$ cat src/rtl/hilo_mult_sequencer_pkg.sv
// hilo_pkg: shared definitions for the HI/LO multiply unit.
//   - op encodings for the Op field
//   - FSM state type
//   - default operand width
package hilo_pkg;
   localparam int DEF_WIDTH = 32;

   localparam logic [2:0] OP_MULT  = 3'b000;
   localparam logic [2:0] OP_MULTU = 3'b001;
   localparam logic [2:0] OP_MADD  = 3'b010;
   localparam logic [2:0] OP_MSUB  = 3'b011;
   localparam logic [2:0] OP_MTHI  = 3'b100;
   localparam logic [2:0] OP_MTLO  = 3'b101;

   typedef enum logic [1:0] {IDLE, ITER, FIX} state_t;

   // All four multiply flavours live in the lower half of the encoding space.
   function automatic logic is_mul(input logic [2:0] op);
      return ~op[2];
   endfunction
endpackage

$ cat src/rtl/hilo_mult_sequencer_if.sv
// hilo_mult_sequencer_if: decode-side bus of the HI/LO unit.
//   master (decode) drives Start/Op/A/B/Flush; reads Busy/Done/Hi/Lo.
//   slave  (unit)   is the reverse.
interface hilo_mult_sequencer_if import hilo_pkg::*; #(parameter int WIDTH = DEF_WIDTH) ();
   logic             Start;
   logic [2:0]       Op;
   logic [WIDTH-1:0] A;
   logic [WIDTH-1:0] B;
   logic             Flush;
   logic             Busy;
   logic             Done;
   logic [WIDTH-1:0] Hi;
   logic [WIDTH-1:0] Lo;

   modport master (output Start, Op, A, B, Flush, input Busy, Done, Hi, Lo);
   modport slave  (input Start, Op, A, B, Flush, output Busy, Done, Hi, Lo);
endinterface

$ cat src/rtl/hilo_mult_sequencer_mul_iter_datapath.sv
// mul_iter_datapath: unsigned 1-bit-per-cycle shift-add multiplier.
//   Clk, Rst_n      clock, async active-low reset
//   load            capture operands, clear product and counter
//   step            one iteration (conditional add, shift, count)
//   clear           abandon work; zero all state (highest priority)
//   mcand_in        multiplicand magnitude
//   mplier_in       multiplier magnitude
//   last            counter is on the final iteration
//   product         2*WIDTH accumulated product
module mul_iter_datapath import hilo_pkg::*; #(parameter int WIDTH = DEF_WIDTH) (
   input  logic               Clk,
   input  logic               Rst_n,
   input  logic               load,
   input  logic               step,
   input  logic               clear,
   input  logic [WIDTH-1:0]   mcand_in,
   input  logic [WIDTH-1:0]   mplier_in,
   output logic               last,
   output logic [2*WIDTH-1:0] product
);
   localparam int CW = $clog2(WIDTH + 1);

   logic [2*WIDTH-1:0] mcand_q, prod_q;
   logic [WIDTH-1:0]   mplier_q;
   logic [CW-1:0]      cnt_q;

   always_ff @(posedge Clk or negedge Rst_n) begin
      if (!Rst_n) begin
         mcand_q  <= '0;
         mplier_q <= '0;
         prod_q   <= '0;
         cnt_q    <= '0;
      end else if (clear) begin
         mcand_q  <= '0;
         mplier_q <= '0;
         prod_q   <= '0;
         cnt_q    <= '0;
      end else if (load) begin
         mcand_q  <= {{WIDTH{1'b0}}, mcand_in};
         mplier_q <= mplier_in;
         prod_q   <= '0;
         cnt_q    <= '0;
      end else if (step) begin
         if (mplier_q[0]) prod_q <= prod_q + mcand_q;
         mcand_q  <= mcand_q << 1;
         mplier_q <= mplier_q >> 1;
         cnt_q    <= cnt_q + 1'b1;
      end
   end

   assign last    = (cnt_q == CW'(WIDTH - 1));
   assign product = prod_q;
endmodule

$ cat src/rtl/hilo_mult_sequencer.sv
// hilo_mult_sequencer: multi-cycle HI/LO unit (MULT/MULTU/MADD/MSUB, MTHI/MTLO).
//   Clk, Rst_n   clock, async active-low reset
//   bus (slave)  Start/Op/A/B/Flush in; Busy/Done/Hi/Lo out
// The multiplier works on magnitudes; the sign is re-applied in FIX, where
// the result is written or accumulated into {Hi,Lo}.
module hilo_mult_sequencer import hilo_pkg::*; #(parameter int WIDTH = DEF_WIDTH) (
   input  logic                 Clk,
   input  logic                 Rst_n,
   hilo_mult_sequencer_if.slave bus
);
   state_t             state_q, state_d;
   logic [2:0]         op_q;
   logic               neg_q;
   logic [WIDTH-1:0]   hi_q, lo_q;
   logic               busy_q, done_q;

   logic               sgn;
   logic [WIDTH-1:0]   a_mag, b_mag;
   logic               load, step, clear, last;
   logic               fix_wr, wr_hi, wr_lo, done_d;
   logic [2*WIDTH-1:0] product, p, acc, res;

   // Two's-complement negate of the most negative value yields 2^(W-1),
   // which is exactly right when read as unsigned.
   assign sgn   = (bus.Op != OP_MULTU);
   assign a_mag = (sgn && bus.A[WIDTH-1]) ? -bus.A : bus.A;
   assign b_mag = (sgn && bus.B[WIDTH-1]) ? -bus.B : bus.B;

   mul_iter_datapath #(.WIDTH(WIDTH)) u_dp (
      .Clk       (Clk),
      .Rst_n     (Rst_n),
      .load      (load),
      .step      (step),
      .clear     (clear),
      .mcand_in  (a_mag),
      .mplier_in (b_mag),
      .last      (last),
      .product   (product)
   );

   assign p   = neg_q ? -product : product;
   assign acc = {hi_q, lo_q};

   always_comb begin
      res = p;
      case (op_q)
         OP_MADD: res = acc + p;
         OP_MSUB: res = acc - p;
         default: res = p;
      endcase
   end

   always_comb begin
      state_d = state_q;
      load    = 1'b0;
      step    = 1'b0;
      clear   = 1'b0;
      fix_wr  = 1'b0;
      wr_hi   = 1'b0;
      wr_lo   = 1'b0;
      done_d  = 1'b0;
      case (state_q)
         IDLE: begin
            // Flush beats a same-cycle Start; reserved ops fall through.
            if (bus.Start && !bus.Flush) begin
               if (is_mul(bus.Op)) begin
                  load    = 1'b1;
                  state_d = ITER;
               end else if (bus.Op == OP_MTHI) begin
                  wr_hi  = 1'b1;
                  done_d = 1'b1;
               end else if (bus.Op == OP_MTLO) begin
                  wr_lo  = 1'b1;
                  done_d = 1'b1;
               end
            end
         end
         ITER: begin
            if (bus.Flush) begin
               clear   = 1'b1;
               state_d = IDLE;
            end else begin
               step = 1'b1;
               if (last) state_d = FIX;
            end
         end
         FIX: begin
            state_d = IDLE;
            if (bus.Flush) begin
               clear = 1'b1;
            end else begin
               fix_wr = 1'b1;
               done_d = 1'b1;
            end
         end
         default: state_d = IDLE;
      endcase
   end

   always_ff @(posedge Clk or negedge Rst_n) begin
      if (!Rst_n) begin
         state_q <= IDLE;
         op_q    <= OP_MULT;
         neg_q   <= 1'b0;
         hi_q    <= '0;
         lo_q    <= '0;
         busy_q  <= 1'b0;
         done_q  <= 1'b0;
      end else begin
         state_q <= state_d;
         busy_q  <= (state_d != IDLE);
         done_q  <= done_d;
         if (load) begin
            op_q  <= bus.Op;
            neg_q <= sgn & (bus.A[WIDTH-1] ^ bus.B[WIDTH-1]);
         end
         if (fix_wr) begin
            hi_q <= res[2*WIDTH-1:WIDTH];
            lo_q <= res[WIDTH-1:0];
         end
         if (wr_hi) hi_q <= bus.A;
         if (wr_lo) lo_q <= bus.A;
      end
   end

   assign bus.Busy = busy_q;
   assign bus.Done = done_q;
   assign bus.Hi   = hi_q;
   assign bus.Lo   = lo_q;
endmodule

$ cat src/flat_wrapper.sv
// flat-port wrapper written by rule: the top's interface ports become plain ports
module hilo_mult_sequencer_flat import hilo_pkg::*;
#(parameter int WIDTH = DEF_WIDTH)
  (Clk, Rst_n, bus_Start, bus_Op, bus_A, bus_B, bus_Flush, bus_Busy, bus_Done, bus_Hi, bus_Lo);
  hilo_mult_sequencer_if #(.WIDTH(WIDTH)) bus_i ();
  input  logic Clk;
  input  logic Rst_n;
  input wire logic [$bits(bus_i.Start)-1:0] bus_Start;
  input wire logic [$bits(bus_i.Op)-1:0] bus_Op;
  input wire logic [$bits(bus_i.A)-1:0] bus_A;
  input wire logic [$bits(bus_i.B)-1:0] bus_B;
  input wire logic [$bits(bus_i.Flush)-1:0] bus_Flush;
  output wire logic [$bits(bus_i.Busy)-1:0] bus_Busy;
  output wire logic [$bits(bus_i.Done)-1:0] bus_Done;
  output wire logic [$bits(bus_i.Hi)-1:0] bus_Hi;
  output wire logic [$bits(bus_i.Lo)-1:0] bus_Lo;
  assign bus_i.Start = bus_Start;
  assign bus_i.Op = bus_Op;
  assign bus_i.A = bus_A;
  assign bus_i.B = bus_B;
  assign bus_i.Flush = bus_Flush;
  assign bus_Busy = bus_i.Busy;
  assign bus_Done = bus_i.Done;
  assign bus_Hi = bus_i.Hi;
  assign bus_Lo = bus_i.Lo;
  hilo_mult_sequencer #(.WIDTH(WIDTH)) u_core (.Clk(Clk), .Rst_n(Rst_n), .bus(bus_i));
endmodule
$ cat config.mk
export PLATFORM = sky130hd
export DESIGN_NAME = hilo_mult_sequencer_flat
export DESIGN_NICKNAME = d
export VERILOG_FILES = /design/src/rtl/hilo_mult_sequencer_pkg.sv /design/src/rtl/hilo_mult_sequencer_if.sv /design/src/rtl/hilo_mult_sequencer_mul_iter_datapath.sv /design/src/rtl/hilo_mult_sequencer.sv /design/src/flat_wrapper.sv
export SDC_FILE = /design/constraint.sdc
export NUM_CORES = 1
export LEC_CHECK = 0
export ABC_AREA = 1
export BUFFER_PORTS_ARGS = -buffer_cell sky130_fd_sc_hd__buf_2
export CAP_MARGIN = 15
export CORE_MARGIN = 3
export CORE_UTILIZATION = 40
export DETAILED_ROUTE_END_ITERATION = 10
export PLACE_DENSITY = 0.67
export RECOVER_POWER = 100
export SLEW_MARGIN = 10
export SYNTH_ARGS = -nofsm -noshare
export SYNTH_HDL_FRONTEND = slang
export SYNTH_HIERARCHICAL = 1
export SYNTH_SLANG_ARGS = --single-unit
$ cat constraint.sdc
create_clock -name Clk -period 5.9 [get_ports Clk]
set_input_delay 0.59 -clock Clk [delete_from_list [all_inputs] [get_ports Clk]]
set_output_delay 0.59 -clock Clk [all_outputs]
set_load 0.02 [all_outputs]
# Yosys cells after proc, flatten, opt, wreduce, memory -nomap -nowiden
# Index checks and enable logic that the tools add are counted.
# classes
add_sub_neg	7
mul	0
n_div	0
order_cmp	0
n_eq_ne	8
n_shift	0
mux	47
n_bitwise	2
reduce_logical	12
# ops
cell	count
two-way mux 64 bit	8
two-way mux 32 bit	9
adder 64 bit	2
case mux 64 bit (2 select lines)	1
negator 32 bit	2
negator 64 bit	1
subtractor 64 bit	1
two-way mux 1 bit	20
two-way mux 6 bit	3
two-way mux 2 bit	4
adder 6 x 1 -> 6 bit, second input constant	1
== test 3 x 2 -> 1 bit, second input constant	2
== test 3 bit, second input constant	2
== test 6 x 5 -> 1 bit, second input constant	1
nonzero test 2 bit	3
nonzero test 3 bit	2
case mux 2 bit (2 select lines)	1
logical AND 1 bit	3
!= test 3 x 1 -> 1 bit, second input constant	1
== test 2 x 1 -> 1 bit, second input constant	1
== test 2 bit, second input constant	1
zero test 2 bit	1
case mux 1 bit (2 select lines)	1
AND reduction 2 bit	1
other kinds (4)	4
# word_totals
reg_bits	238
latchBits	0
ramBits	0
mem_bits_ro	0
inputBits	71
word_cells	87
mem_count	0

# Longest topological paths before layout
# logic_depth
word_depth	7
ltp_mapped	36
mapped_depth_nobuf	36

# Modules after synthesis
# Netlist, hierarchy kept.
# modules_own_cells
mod	instances	cells_each	area_per_inst_um2	seq_area_each_um2
hilo_mult_sequencer	1	2490	13893.3	1801.7
mul_iter_datapath	1	2050	12665.9	4154.0

# Worst setup path after synthesis
# No wires, ideal clock.
# synth_path
path_type	reg2reg
startpoint	reg u_core.u_dp.prod_q[0] (netlist: u_core/u_dp/product[0])
endpoint	reg u_core.hi_q[27] (netlist: u_core/bus.Hi[27])
setup_time_ps	66
arrival_ps	4190
required_ps	5834
path_slack_ps	1644
path_stages_with_launch	30
path_buffers	0
period_less_slack_ps	4256
path_cell_list	dfrtp_1 > inv_1 > ha_1 > nand3_1 > nand2_1 > xor2_2 > nand2_1 > nor2_2 > nand4_1 > nor2_1 > nand2_1 > nor2_4 > nand3_4 > o21ai_1 > xor2_1 > inv_1 > ha_1 > a21oi_1 > inv_1 > a31oi_1 > inv_1 > a21oi_1 > o21ai_0 > a221oi_1 > o21ai_0 > nand2_1 > nand2_1 > o21ai_0 > nand2_1 > nand2_1
# synth_between
elab_chain_len	6
word_cells_on_any_way	7
# synth_rtl
element	line_no	text
from (decl)	hilo_mult_sequencer_mul_iter_datapath.sv:23	logic [2*WIDTH-1:0] mcand_q, prod_q;
from (signal assigned)	hilo_mult_sequencer_mul_iter_datapath.sv:44	if (mplier_q[0]) prod_q <= prod_q + mcand_q;
negator 64 bit	hilo_mult_sequencer.sv:41	assign p = neg_q ? -product : product;
two-way mux 64 bit *	hilo_mult_sequencer.sv:41	
subtractor 64 bit / adder 64 bit (equally long branches)	hilo_mult_sequencer.sv:48, hilo_mult_sequencer.sv:47	
case mux 64 bit (2 select lines) *	hilo_mult_sequencer.sv:46	case (op_q)
two-way mux 32 bit *	hilo_mult_sequencer.sv:117	if (fix_wr) begin
two-way mux 32 bit *	hilo_mult_sequencer.sv:121	if (wr_hi) hi_q <= bus.A;
to (signal assigned)	hilo_mult_sequencer.sv:118	hi_q <= res[2*WIDTH-1:WIDTH];
to (signal assigned)	hilo_mult_sequencer.sv:121	
to (decl)	hilo_mult_sequencer.sv:14	logic [WIDTH-1:0] hi_q, lo_q;
# Mark *: on every way between the ends. The rest lies on a longest branch, timed or not. The select of a mux whose other input is x is not followed.
# A chain may end at the register's enable or synchronous reset.

# Final worst setup path
# layout_path
startpoint	reg u_core.u_dp.prod_q[0] (netlist: u_core/u_dp/product[0])
endpoint	reg u_core.hi_q[31] (netlist: u_core/bus.Hi[31])
# The elaborated chain is that of the path after synthesis.

==> results.json <==
{
  "maxSlewHeadroom": -1.02,
  "seq_area_frac_synth": 0.224,
  "drc": 0,
  "synthToLayoutAreaGrowth_pct": 10.4,
  "grt-ovfl-total": 0,
  "grt_setup_unrepaired": "no",
  "synth_edf_count": 0,
  "violations": "max-capacitance violations, max-slew violations",
  "timing.rr.start": "u_core/u_dp/product[0]$_DFFE_PN0P_",
  "die_x_um": 264,
  "worst-path-buf-inv": 5,
  "drt-initial-drc-count": 3374,
  "drive_gt1_frac": 0.0708,
  "cp-end-kind": "flop",
  "setup_tns_ns": 0,
  "ant_nets": 0,
  "initial_core_util": 0.408,
  "antenna_found_initial": 2,
  "die_h_um": 264,
  "rows": 93,
  "grt_max_degree": 128,
  "r2r-end": "u_core/bus.Hi[31]$_DFFE_PN0P_",
  "ff2ff_setup_slack_ns": 0.41,
  "required_ns": 6.41,
  "numPortBuffers": 136,
  "grt_pass1_vias": 27900,
  "cp-start-kind": "flop",
  "clock.fmax_mhz": 182,
  "die_area_um2": 69500,
  "syn-cell-area_um2": 26600,
  "cts_made_buffers": 34,
  "slowest_delay_ns": 0.75,
  "rr_worst_depth": 31,
  "wl_um": 106000,
  "synthArstFlopShare": 1.00,
  "path_max_fanout": 6,
  "setup_viol": 0,
  "cts-hold-fix-buffers": 0,
  "drt-wirelength-per-cell_um": 19.1,
  "holdPathEnd": "u_core/op_q[0]$_DFFE_PN0P_",
  "root_buffer": "clkbuf_16",
  "core-area_um2": 65000,
  "yosysWarnings": 6,
  "grt_pass1_wl_um": 161000,
  "avgSynthCellArea_um2": 5.85,
  "antenna_cells": 0,
  "clock_sinks": 238,
  "post-dp-hpwl_um": 85100,
  "fin_nets": 4853,
  "cap_viol_max_count": 9,
  "skew_ns": 0.0154,
  "via_per_inst": 5.43,
  "synthesis.nets": 4747,
  "worst_pin_slew_ns": 3.03,
  "path_class": "flop to flop",
  "min-delay-start": "bus_Op[0]",
  "final_hold_viol_count": 0,
  "fin_crit_sh": 0.930,
  "cts_tree": "yes",
  "ys_top_cells_by_area": "dfrtp_1 22%, nand2_1 21%, inv_1 9.7%",
  "clockBufferDepth": 3,
  "cts.clk_slew.worst_paths_ns": 0.06,
  "hold_class": "input pin to flop",
  "dr.pass1.iters": 8,
  "insertion_delay_ns": 0.58,
  "vias": 30000,
  "report.final.slew_viol_count": 569,
  "gp_congestion": 1.05,
  "crit_slowest_cell": "nor4_1",
  "crit_family": "simple AND/OR/NAND/NOR gates",
  "worst_ep_arrival_time_ns": 5.99,
  "num_io_pins": 137,
  "synth_cells": 4540,
  "yosysTopAreaCellShare": 0.224,
  "grt_usage": 0.294,
  "synth_area_leader_cell": "dfrtp_1",
  "synth.distinct_cells": 61,
  "ys.flop_type": "dfrtp_1",
  "min_period_ns": 5.49,
  "worst_path_most_repeated_cell": "nand2_1",
  "h-tree-depth": 2,
  "outcome": "finished with violations",
  "synth_seq_cells": 238,
  "min_path_cells": 3
}
[flip-flops by register name (all words and copies together) (netlist names)]
name	count
u_core/bus.Busy	1
u_core/state_q	2
u_core/neg_q	1
u_core/u_dp/cnt_q	6
u_core/bus.Lo	32
u_core/bus.Done	1
u_core/op_q	3
u_core/u_dp/mcand_q	64
u_core/u_dp/mplier_q	32
u_core/bus.Hi	32
u_core/u_dp/product	64
[cell families (layout without fill, tap and decap cells)]
logic type	Yosys count	count (layout)	synth area share
AND/OR/NAND/NOR	2472	2472	0.394
buffers and inverters	824	956	0.118
XOR/XNOR	138	138	0.0458
flip-flops	238	238	0.224
AO/OA/AOI/OAI	732	732	0.153
adder cells (fa/ha/maj)	136	136	0.0646
[through the flow]
stage | cells | utilization | hold slack [ns] | area, µm² | setup WS, ns
2_1_floorplan | 4540 | - | 0.294 | 26600 | 1.64
3_3_place_gp | 5464 | 0.434 | 0.451 | 28200 | 0.318
3_5_place_dp | 5464 | 0.434 | 0.451 | 28200 | 0.293
4_1_cts | 5526 | 0.453 | 0.136 | 29500 | 0.247
5_1_grt | 5527 | 0.451 | 0.278 | 29300 | 0.00196
6_report | 5527 | 0.451 | 0.284 | 29300 | 0.413
[Yosys cell counts, types with 36 or more instances]
cell type  number
dfrtp_1       238
inv_1         689
xor2_1         87
nand4_1        41
o21ai_0       272
clkbuf_1       76
nor3_1         48
nand3_1       277
o211ai_1       36
ha_1          134
nand2_1      1465
a21oi_1       275
nor2_1        465
xnor2_1        50
[cells in the final DEF, fill, tap and decap left out, drive strengths merged, types with 94 or more instances in the layout]
cell,netlist,routed
nand2,1501,1501
inv,712,717
nor2,510,510
o21ai,291,291
nand3,287,287
a21oi,275,275
dfrtp,238,238
ha,134,134
clkbuf,78,129
buf,29,94
[how the worst max path moves through the flow]
stage,startpoint,endpoint,depth (start not counted)
3_5_place_dp,u_core/u_dp/product[0]$_DFFE_PN0P_,u_core/bus.Hi[25]$_DFFE_PN0P_,28
5_1_grt,u_core/u_dp/product[0]$_DFFE_PN0P_,u_core/bus.Hi[19]$_DFFE_PN0P_,35
6_report,u_core/u_dp/product[0]$_DFFE_PN0P_,u_core/bus.Hi[31]$_DFFE_PN0P_,31
4_1_cts,u_core/u_dp/product[0]$_DFFE_PN0P_,u_core/bus.Hi[25]$_DFFE_PN0P_,28
3_3_place_gp,u_core/u_dp/product[0]$_DFFE_PN0P_,u_core/bus.Hi[25]$_DFFE_PN0P_,28
2_1_floorplan,u_core/u_dp/product[0]$_DFFE_PN0P_,u_core/bus.Hi[27]$_DFFE_PN0P_,29
[timing repair]
item	4_1_cts	5_1_grt
endpoints found under the setup margin	0	19
setup buffers	0	0
gates resized for setup	0	11
[routing by layer]
metal,part of all wire,track usage
met5,0.00015,0
met4,0.059,0.147
met3,0.071,0.0383
met2,0.43,0.462
met1,0.44,0.398
[final cells by class]
cell class / instances / area, µm²
fillers: 7066 / 35700
multi-input cells: 3478 / 17500
flip-flops and latches: 238 / 5960
inverters: 717 / 2690
well taps: 855 / 1070
clock buffers: 46 / 976
repair buffers: 177 / 871
clock inverters: 16 / 243
[worst reg2reg max path: cells and delay by family, from the launching register on]
| kind | cells | cell delay (ns) |
|---|---|---|
| AOI/OAI and AO/OA | 4 | 0.91 |
| xor gates and xnor gates | 1 | 0.20 |
| adders and majority gates | 2 | 0.62 |
| buffers and inverters | 5 | 0.57 |
| DFF | 1 | 0.43 |
| and+or+nand+nor | 19 | 2.71 |
Power is not shown: default switching activity piles up to over one toggle a cycle in this logic, so the estimate is an artifact.
